===== src/rtl/vga_timing_gen.sv =====
// vga_timing_gen: parameterised raster timing generator with frame-aligned start/stop
module vga_timing_gen #(
    parameter int   WIDTH    = 10,
    parameter int   H_ACTIVE = 640,
    parameter int   H_FRONT  = 16,
    parameter int   H_SYNC   = 96,
    parameter int   H_BACK   = 48,
    parameter int   V_ACTIVE = 480,
    parameter int   V_FRONT  = 10,
    parameter int   V_SYNC   = 2,
    parameter int   V_BACK   = 33,
    parameter logic SYNC_POL = 1'b0
) (
    input  logic             clk,
    input  logic             rst_n,
    input  logic             en,
    output logic             out_hsync,
    output logic             out_vsync,
    output logic [WIDTH-1:0] out_hdata,
    output logic [WIDTH-1:0] out_vdata,
    output logic             out_de,
    output logic             out_frame_start,
    output logic             out_line_start,
    output logic             out_running
);
    localparam logic [WIDTH-1:0] H_FP   = WIDTH'(H_ACTIVE);
    localparam logic [WIDTH-1:0] H_SP   = WIDTH'(H_ACTIVE + H_FRONT);
    localparam logic [WIDTH-1:0] H_BP   = WIDTH'(H_ACTIVE + H_FRONT + H_SYNC);
    localparam logic [WIDTH-1:0] H_LAST = WIDTH'(H_ACTIVE + H_FRONT + H_SYNC + H_BACK - 1);
    localparam logic [WIDTH-1:0] V_FP   = WIDTH'(V_ACTIVE);
    localparam logic [WIDTH-1:0] V_SP   = WIDTH'(V_ACTIVE + V_FRONT);
    localparam logic [WIDTH-1:0] V_BP   = WIDTH'(V_ACTIVE + V_FRONT + V_SYNC);
    localparam logic [WIDTH-1:0] V_LAST = WIDTH'(V_ACTIVE + V_FRONT + V_SYNC + V_BACK - 1);

    typedef enum logic [1:0] {IDLE, RUN, STOPPING} ctl_t;
    typedef enum logic [1:0] {ACTIVE, FRONT, SYNC, BACK} phase_t;

    ctl_t             ctl_q, ctl_d;
    phase_t           hph_q, hph_d, vph_q, vph_d;
    logic [WIDTH-1:0] h_q, h_d, v_q, v_d;
    logic             hsync_q, hsync_d, vsync_q, vsync_d, de_q, de_d;
    logic             fs_q, fs_d, ls_q, ls_d, run_q, run_d;
    logic             wrap_h, wrap_f;

    // Next state: outputs are decoded from the next position so they register in step with it
    always_comb begin
        wrap_h  = h_q == H_LAST;
        wrap_f  = wrap_h && v_q == V_LAST;
        ctl_d   = en ? RUN : (ctl_q == IDLE || wrap_f) ? IDLE : STOPPING;
        run_d   = ctl_d != IDLE;
        h_d     = (!run_d || ctl_q == IDLE || wrap_h) ? '0 : h_q + 1'b1;
        v_d     = (!run_d || ctl_q == IDLE) ? '0 : !wrap_h ? v_q : (v_q == V_LAST) ? '0 : v_q + 1'b1;
        hph_d   = h_d == '0 ? ACTIVE : h_d == H_FP ? FRONT : h_d == H_SP ? SYNC : h_d == H_BP ? BACK : hph_q;
        vph_d   = h_d != '0 ? vph_q : v_d == '0 ? ACTIVE : v_d == V_FP ? FRONT : v_d == V_SP ? SYNC : v_d == V_BP ? BACK : vph_q;
        hsync_d = (run_d && hph_d == SYNC) ? SYNC_POL : ~SYNC_POL;
        vsync_d = (run_d && vph_d == SYNC) ? SYNC_POL : ~SYNC_POL;
        de_d    = run_d && hph_d == ACTIVE && vph_d == ACTIVE;
        ls_d    = run_d && h_d == '0;
        fs_d    = ls_d && v_d == '0;
    end

    // State and output registers, cleared asynchronously
    always_ff @(posedge clk or negedge rst_n) begin
        if (!rst_n) begin
            ctl_q   <= IDLE;
            hph_q   <= ACTIVE;
            vph_q   <= ACTIVE;
            h_q     <= '0;
            v_q     <= '0;
            hsync_q <= ~SYNC_POL;
            vsync_q <= ~SYNC_POL;
            de_q    <= 1'b0;
            fs_q    <= 1'b0;
            ls_q    <= 1'b0;
            run_q   <= 1'b0;
        end else begin
            ctl_q   <= ctl_d;
            hph_q   <= hph_d;
            vph_q   <= vph_d;
            h_q     <= h_d;
            v_q     <= v_d;
            hsync_q <= hsync_d;
            vsync_q <= vsync_d;
            de_q    <= de_d;
            fs_q    <= fs_d;
            ls_q    <= ls_d;
            run_q   <= run_d;
        end
    end

    assign out_hsync       = hsync_q;
    assign out_vsync       = vsync_q;
    assign out_hdata       = h_q;
    assign out_vdata       = v_q;
    assign out_de          = de_q;
    assign out_frame_start = fs_q;
    assign out_line_start  = ls_q;
    assign out_running     = run_q;
endmodule


===== config.mk =====
export PLATFORM = sky130hd
export DESIGN_NAME = vga_timing_gen
export DESIGN_NICKNAME = d
export VERILOG_FILES = /design/src/rtl/vga_timing_gen.sv
export SDC_FILE = /design/constraint.sdc
export NUM_CORES = 1
export LEC_CHECK = 0
export CORE_ASPECT_RATIO = 0.7
export CORE_MARGIN = 1.5
export CORE_UTILIZATION = 55
export CTS_CLUSTER_DIAMETER = 100
export DETAILED_ROUTE_END_ITERATION = 10
export HOLD_SLACK_MARGIN = 0.08
export PLACE_DENSITY = 0.83
export SLEW_MARGIN = 10
export SYNTH_ARGS = -nofsm -noshare
export SYNTH_HDL_FRONTEND = slang
export SYNTH_SLANG_ARGS = --single-unit

===== constraint.sdc =====
create_clock -name clk -period 5.32 [get_ports clk]
set_input_delay 1.33 -clock clk [delete_from_list [all_inputs] [get_ports clk]]
set_output_delay 1.33 -clock clk [all_outputs]
set_load 0.1 [all_outputs]

==> results of run 1 <==
==> cells in the mapped netlist (all sizes together) (4+ instances only) <==
| library cell | count | area [sq um] |
|---|---|---|
| xor2 | 9 | 78.8 |
| or4 | 5 | 41.3 |
| a21oi | 6 | 30.0 |
| dfrtp | 30 | 751 |
| a31oi | 4 | 25.0 |
| nand4 | 10 | 62.6 |
| nor4 | 4 | 31.3 |
| nor3 | 7 | 40.0 |
| nor2 | 33 | 124 |
| nand3 | 7 | 35.0 |
| inv | 10 | 37.5 |
| or3 | 5 | 31.3 |
| buf | 4 | 32.5 |
| clkbuf | 11 | 41.3 |
| o21ai | 6 | 30.0 |
| xnor2 | 8 | 70.1 |
| nand2 | 15 | 56.3 |
==> layer usage <==
metal,global-route usage,vias to the layer above,wire [um]
met1,0.390,794,2180
met3,0.0610,7,309
li1,-,844,-
met5,0,-,0
met4,0.0879,0,63
met2,0.345,57,1930
==> kinds of logic (layout without fill, tap and decap cells) <==
group / count (synthesis) / count (layout) / synth area share
AOI/OAI and AO/OA: 38 / 38 / 0.143
xor gates and xnor gates: 17 / 17 / 0.0760
adders and majority gates: 3 / 3 / 0.0192
buffers and inverters: 25 / 46 / 0.0569
DFF: 32 / 32 / 0.410
muxes: 2 / 2 / 0.0115
and+or+nand+nor: 102 / 102 / 0.283
==> sequential cells by signal, summed over array words and instances (netlist names) <==
name             count
out_hsync            1
out_frame_start      1
out_line_start       1
hph_q                2
out_vsync            1
ctl_q                2
out_running          1
vph_q                2
out_de               1
out_vdata           10
out_hdata           10
==> metrics by stage <==
stage | util | hold slack [ps] | setup WS, ps | instances
6_report | 0.705 | 592 | 1540 | 287
5_1_grt | 0.705 | 610 | 1170 | 287
4_1_cts | 0.705 | 592 | 1580 | 287
3_5_place_dp | 0.681 | 576 | 1610 | 280
3_3_place_gp | 0.681 | 555 | 1770 | 280
2_1_floorplan | - | 535 | 1340 | 219
==> worst paths after layout <==
path,from,endpoint,slack (ps),cells after the start
min in group asynchronous,rst_n,out_hdata[8],1430,2
worst max-delay path,out_hdata[0],out_de,1540,9
worst max register to register,out_hdata[0],out_de,1540,9
max in group asynchronous,rst_n,out_vsync,3560,2
worst min register to register,vph_q[0],vph_q[0],590,1
worst min-delay path,vph_q[0],vph_q[0],590,1
==> power by group through the flow <==
stage | clock, W | sequential, W | combinational (W)
4_1_cts | 0.000175 | 0.000275 | 0.000171
5_1_grt | 0.000186 | 0.000278 | 0.000179
3_5_place_dp | 0 | 0.000279 | 0.000170
2_1_floorplan | 0 | 0.000360 | 0.0000457
6_report | 0.000173 | 0.000275 | 0.000171
3_3_place_gp | 0 | 0.000277 | 0.000169
==> final cells by class <==
cell class,count,area [sq um]
multi-input cells,162,1040
fillers,284,967
clock buffers,6,72.6
clock inverters,1,5.00
repair buffers,29,288
flip-flops and latches,32,803
well taps,47,58.8
inverters,10,37.5
==> flow_summary_export.csv, run 1 <==
group,metric,value,unit
final_layout,final_common_cell,"nor2_1",
floorplanning,die_width,74.3,um
synthesis,ys_seq_area_frac,0.410,
drt,first_iter_violations,209,
drt,drt_wl_total,4.49,mm
worst_setup_path,critical_path.top_delay_family,"simple AND/OR/NAND/NOR gates",
drt,vias_per_cell,5.93,
synthesis,synth_cells,219,
synthesis,synth_ff_type,"dfrtp_1",
timing,slew_violations,0,
cts,path_clk_slew,60,ps
drt,vias,1702,
pwr,ir_drop,299,uV
floorplanning,initial_utilization,0.598,
placed_design,dpl.hpwl,3.30,mm
pwr,power_density,268,nW/um^2
placed_design,dpl_cell_area,2230,sq um
floorplanning,placementRows,17,
pwr,pwr-share-comb,0.276,
worst_setup_path,cpMaxStageDelayCell,"nor3_2",
synthesis,syn_nets,225,
cts,root_buffer,"clkbuf_8",
timing,rsz0062_at_grt,"no",
final_layout,num_antenna_cells,0,
cts,cts_tree,"built",
worst_setup_path,end_kind,"flop",
drt,final_antenna_net_count,0,
synthesis,syn_area_per_cell,8.94,sq um
timing,finalCritPeriodShare,0.710,
final_layout,postLayoutCellArea,2310,sq um
grt,grt_max_degree,33,
pwr,internal_power,0.000386,W
grt,grt_use_total,0.255,
cts,clock_path_buffers,2,
synthesis,ys_warn_count,0,
drt,drt_pass1_iterations,4,
floorplanning,die_h,52.9,um
cts,cts.sinks,32,
grt,grt_antenna_before_repair,0,
timing,finalHoldViolations,0,
grt,grt.overflow.total,0,
pwr,seqPwrFrac,0.445,
timing,tns,0,ps
synthesis,synth_area,1960,sq um
synthesis,yosys_register_bits,32,
final_layout,layout_common_cells,"33 x nor2_1, 30 x dfrtp_1, 28 x clkdlybuf4s50_1",
cts,postCtsHoldBufs,0,
timing,worst_pin_slew,987,ps
grt,grt_pass1_vias,1488,
worst_setup_path,cp_data_arrival_time,3930,ps
outcome,outcome,"finished, final reports clean",
timing,fmax,0.265,GHz
pwr,clockPowerShare,0.279,
drt,drc,0,
worst_setup_path,cp_num_buf_inv,0,
placed_design,numPortBuffers,28,
final_layout,nets,246,
worst_setup_path,max_stage_delay,540,ps
cts,numCtsBuffers,5,
timing,final.setup_skew,6.89,ps
floorplanning,io-pin-count,29,
timing,layout_min_cycle_time,3780,ps
pwr,p_switching,0.000233,W
worst_setup_path,crit_fanout,12,
pwr,leakage,0.898,nW
synthesis,async_flop_share,1.00,
floorplanning,core-area,3280,sq um
timing,setup_viol,0,
final_layout,syn_to_final_growth,17.9,%
min_path,min_path_type,"flop to flop",
floorplanning,die_area,3930,sq um
placed_design,gp_congestion,0.960,
flow_run,maxCapViolCount,0,
timing,max-slew-margin-rel,0.340,
pwr,swShare,0.376,
cts,htree_levels,2,
synthesis,synth_cell_types,54,
cts,ctsResizeCount,0,
worst_setup_path,critPathLaunchType,"flop",
grt,grt_pass1_wl,7.35,mm
pwr,finalPower,0.000619,W
worst_setup_path,worstPathCellList,"ha_1 -> nand4_1 -> nor3_2 -> a21o_1 -> nor2_1 -> or4_1 -> a2111oi_0 -> a2bb2oi_1 -> nor4b_2",
worst_setup_path,required,5480,ps
synthesis,synth_edf_count,0,
worst_setup_path,crit_type,"flop to flop",
drt,routedWlPerCell,15.6,um
cts,clkLatencyLatePin,290,ps
final_layout,drive_gt1_frac,0.0792,
cts,cts_setup_buffers,0,
No activity file was read; power rests on OpenSTA's default activity.
==> run 2: changes to the inputs <==
CORE_UTILIZATION = 54   (was 55)
PLACE_DENSITY = 0.82   (was 0.83)
clock period = 3.65 ns   (was 5.32 ns; I/O delays follow)
==> run 2 against run 1 <==
Die area up 1.8%. Global-route usage down 2.2 points. Register-to-register slack worse by 1300 ps. Utilization down 3.8 points. Cell count up 3.5%. Clock skew down 1.7 ps. Sequential power up 47%. Power up 49%. Final area up 0.87%. Count of clock-buffer cells in the layout up 2. Largest cell class unchanged.
==> flow_summary_export.csv, run 2 (synthesis results as in run 1) <==
group,metric,value,unit
outcome,outcome,"finished, final reports clean",
cts,cts_setup_buffers,0,
min_path,holdPathStages,1,
floorplanning,core-area,3490,sq um
drt,drt_wl_total,4.30,mm
grt,grt_max_degree,33,
timing,final.setup_skew,5.18,ps
min_path,min_delay_worst_endpoint,"out_hdata[0]",
worst_setup_path,required,3810,ps
drt,final_antenna_net_count,0,
floorplanning,io-pin-count,29,
timing,slew_violations,0,
final_layout,final_common_cell,"nor2_1",
worst_setup_path,r2r-start,"out_hdata[0]",
final_layout,final_cells,297,
timing,tns,0,ps
cts,cts_tree,"built",
drt,vias_per_cell,5.80,
pwr,finalPower,0.000925,W
timing,fmax,0.298,GHz
final_layout,num_antenna_cells,0,
cts,htree_levels,2,
drt,first_iter_violations,160,
cts,ctsResizeCount,0,
flow_run,maxCapViolCount,0,
timing,finalCritPeriodShare,0.921,
final_layout,nets,252,
worst_setup_path,crit_type,"flop to flop",
worst_setup_path,rrSetupSlack,290,ps
final_layout,postLayoutCellArea,2330,sq um
placed_design,dp.cells,289,
timing,finalHoldViolations,0,
floorplanning,die_h,53.4,um
worst_setup_path,cp_num_buf_inv,1,
final_layout,syn_to_final_growth,18.9,%
grt,grt_pass1_wl,6.85,mm
drt,drc,0,
drt,vias,1722,
floorplanning,placementRows,18,
worst_setup_path,worstPathCellList,"ha_1 -> nand4_1 -> buf_4 -> nor3_2 -> a21o_1 -> nor2_1 -> or4_1 -> a2111oi_0 -> a2bb2oi_1 -> nor4b_2",
timing,max-slew-margin-rel,0.350,
placed_design,numPortBuffers,28,
min_path,hold_start,"out_hdata[0]",
worst_setup_path,cp_data_arrival_time,3520,ps
worst_setup_path,critical_path.top_delay_family,"simple AND/OR/NAND/NOR gates",
timing,layout_min_cycle_time,3360,ps
timing,setup_viol,0,
cts,path_clk_slew,60,ps
grt,grt_antenna_before_repair,0,
placed_design,dpl.hpwl,3.15,mm
pwr,leakage,0.961,nW
cts,clock_path_buffers,2,
pwr,power_density,397,nW/um^2
grt,grt.overflow.total,0,
grt,grt_pass1_vias,1444,
worst_setup_path,critPathLaunchType,"flop",
placed_design,dpl_cell_area,2240,sq um
cts,postCtsHoldBufs,0,
placed_design,gp_congestion,0.927,
worst_setup_path,max_stage_delay,520,ps
drt,drt_pass1_iterations,4,
cts,clkLatencyLatePin,280,ps
floorplanning,die_area,4000,sq um
cts,numCtsBuffers,5,
worst_setup_path,end_kind,"flop",
pwr,ir_drop,378,uV
final_layout,layout_common_cells,"33 x nor2_1, 29 x buf_4, 23 x dfrtp_1",
floorplanning,initial_utilization,0.561,
drt,routedWlPerCell,14.5,um
grt,grt_use_total,0.233,
final_layout,n_fill_cell,291,
timing,rsz0062_at_grt,"no",
min_path,min_path_type,"flop to flop",
timing,worst_pin_slew,973,ps
worst_setup_path,reg2regPathDepth,10,
final_layout,drive_gt1_frac,0.219,
floorplanning,die_width,75.0,um
worst_setup_path,cpMaxStageDelayCell,"or4_1",
worst_setup_path,r2r_end,"out_de",
cts,cts.sinks,32,
worst_setup_path,crit_fanout,9,
cts,root_buffer,"clkbuf_8",
## run 2: cell types whose count changed in the layout (fill, tap and decap cells not counted), sizes merged
| cell | previous run | this run |
|---|---|---|
| clkbuf | 6 | 8 |
| clkinv | 1 | 0 |
| buf | 1 | 29 |
| clkdlybuf4s50 | 28 | 6 |
## run 2: routing by layer
metal / wire (um) / vias up / track usage
li1: - / 845 / -
met1: 2220 / 822 / 0.351
met2: 1790 / 48 / 0.320
met3: 229 / 7 / 0.0552
met4: 61 / 0 / 0.0818
met5: 0 / - / 0
## run 2: how the worst max path moves through the flow
| stage | from | end | slack, ps | cells after the start |
|---|---|---|---|---|
| after floorplan | out_hdata[4] | out_de | 10 | 9 |
| after global placement | out_hdata[6] | out_de | 380 | 8 |
| after detailed placement | out_hdata[6] | out_de | 350 | 8 |
| after CTS | out_hdata[6] | out_de | 320 | 8 |
| after global routing | out_hdata[0] | out_de | 80 | 10 |
| final | out_hdata[0] | out_de | 290 | 10 |
## run 2: final cells by class
cell class	count	area, sq um	share of cell area
Clock buffer	8	90.1	0.0387
Inverter	10	37.5	0.0161
Multi-Input combinational cell	162	1040	0.448
Sequential cell	32	817	0.351
Tap cell	50	62.6	0.0269
Timing Repair Buffer	35	278	0.119
## run 2: power breakdown
part | switching [W] | total, W | internal (W) | leakage (nW)
clock | 0.000122 | 0.000275 | 0.000153 | 0.0455
sequential | 0.0000254 | 0.000404 | 0.000378 | 0.410
combinational | 0.000187 | 0.000246 | 0.0000582 | 0.506
## run 2: stage by stage
step / setup WS [ps] / utilization / hold slack (ps)
floorplan: 11.9 / - / 535
global route: 84.4 / 0.667 / 560
CTS: 324 / 0.667 / 542
finish: 290 / 0.667 / 542
detailed placement: 351 / 0.641 / 534
global placement: 380 / 0.641 / 524
==> run 3: changes to the inputs <==
CORE_UTILIZATION = 25   (was 54)
PLACE_DENSITY = 0.45   (was 0.82)
==> run 3 against run 2 <==
Non-clock buffer count up 6. Die area rose by 110%. Highest routed layer unchanged. Sequential power is essentially flat. Largest power group unchanged. Largest cell class unchanged. Combinational power is 2% higher.
==> flow_summary_export.csv, run 3 (synthesis results as in run 1) <==
group,metric,value,unit
timing,slew_violations,0,
worst_setup_path,worstPathCellList,"ha_1 -> nand4_1 -> or4_1 -> xor2_2 -> nor2_1 -> or4_1 -> or4_1 -> o211a_2 -> nor4b_2",
worst_setup_path,crit_fanout,8,
cts,htree_levels,2,
drt,drt_wl_total,5.34,mm
timing,fmax,0.293,GHz
flow_run,maxCapViolCount,0,
cts,path_clk_slew,70,ps
placed_design,dpl.hpwl,3.86,mm
drt,drc,0,
placed_design,dp_slack,161,ps
final_layout,num_antenna_cells,0,
worst_setup_path,cpMaxStageDelayCell,"or4_1",
min_path,min_path_type,"flop to flop",
timing,setup_slack,233,ps
worst_setup_path,cp_data_arrival_time,3610,ps
final_layout,syn_to_final_growth,26.1,%
worst_setup_path,critPathLaunchType,"flop",
timing,final.setup_skew,5.60,ps
placed_design,gp_congestion,0.858,
floorplanning,initial_utilization,0.263,
floorplanning,core-area,7450,sq um
timing,worst_pin_slew,978,ps
cts,root_buffer,"clkbuf_8",
grt,grt_pass1_wl,8.54,mm
floorplanning,die_h,77.0,um
pwr,power_density,406,nW/um^2
worst_setup_path,end_kind,"flop",
grt,grt_max_degree,33,
floorplanning,die_area,8380,sq um
timing,max-slew-margin-rel,0.346,
cts,postCtsHoldBufs,0,
cts,cts_tree,"built",
final_layout,n_fill_cell,795,
grt,grt_antenna_before_repair,0,
worst_setup_path,max_stage_delay,660,ps
grt,grt_pass1_vias,1590,
timing,rsz0062_at_grt,"no",
floorplanning,io-pin-count,29,
timing,finalHoldViolations,0,
final_layout,final_common_cell,"buf_4",
pwr,ir_drop,166,uV
timing,tns,0,ps
cts,clkLatencyLatePin,280,ps
drt,vias_per_cell,4.98,
grt,grt.overflow.total,0,
floorplanning,die_width,109,um
final_layout,drive_gt1_frac,0.253,
cts,cts.sinks,32,
cts,numCtsBuffers,5,
grt,grt_use_total,0.134,
pwr,leakage,1.00,nW
cts,clock_path_buffers,2,
final_layout,layout_common_cells,"35 x buf_4, 33 x nor2_1, 23 x dfrtp_1",
drt,first_iter_violations,112,
drt,drt_pass1_iterations,4,
timing,layout_min_cycle_time,3420,ps
placed_design,numPortBuffers,28,
floorplanning,placementRows,26,
timing,finalCritPeriodShare,0.936,
drt,routedWlPerCell,15.2,um
outcome,outcome,"finished, final reports clean",
drt,vias,1747,
worst_setup_path,crit_path_frequent_cell,"or4_1",
worst_setup_path,crit_type,"flop to flop",
drt,final_antenna_net_count,0,
timing,setup_viol,0,
final_layout,nets,258,
worst_setup_path,required,3840,ps
## run 3: final timing paths
check	start	to	slack (ps)	depth (start not counted)
worst min register to register	out_hdata[0]	out_hdata[0]	540	1
worst min-delay path	out_hdata[0]	out_hdata[0]	540	1
max in group asynchronous	rst_n	out_hdata[0]	2240	2
worst max-delay path	out_hdata[0]	out_de	230	9
worst max register to register	out_hdata[0]	out_de	230	9
min in group asynchronous	rst_n	out_hdata[7]	1040	2
## run 3: area by class of cell
cell class / instances / area, sq um / share of cell area
Clock inverter: 3 / 42.5 / 0.0172
Multi-Input combinational cell: 162 / 1060 / 0.429
Tap cell: 98 / 123 / 0.0496
Sequential cell: 32 / 817 / 0.331
Inverter: 10 / 37.5 / 0.0152
Clock buffer: 5 / 68.8 / 0.0279
Timing Repair Buffer: 41 / 323 / 0.131
## run 3: timing repair
item                                    in CTS  in global routing
endpoints found under the setup margin       0                  3
buffers inserted                             0                  3
gates resized for setup                      0                  3
## run 3: power breakdown
part           total, W  switching (W)  internal, W
logic          0.000250       0.000191    0.0000589
registers      0.000406      0.0000277     0.000378
clock network  0.000346       0.000144     0.000202
## run 3: per-layer routing
layer / GRT usage / vias to the layer above / wire [um]
met2: 0.163 / 45 / 2030
li1: - / 860 / -
met4: 0.0276 / 0 / 37
met3: 0.0349 / 5 / 294
met5: 0 / - / 0
met1: 0.225 / 837 / 2980
## run 3: worst max-delay path: cells and delay by family, from the launching register on
kind	cells	cell delay, ps
AO/OA/AOI/OAI	1	150
XOR/XNOR	1	190
adder cells (fa/ha/maj)	1	280
flip-flops	1	450
AND/OR/NAND/NOR	6	2250
## run 3: stage by stage
step	cell area (sq um)	utilization	hold WS [ps]	instances	power (W)
2_1_floorplan	1970	-	535	219	0.000596
3_5_place_dp	2320	0.312	534	340	0.000663
3_3_place_gp	2320	0.312	532	340	0.000663
4_1_cts	2430	0.327	543	348	0.00101
5_1_grt	2470	0.332	558	351	0.00105
6_report	2470	0.332	543	351	0.00100
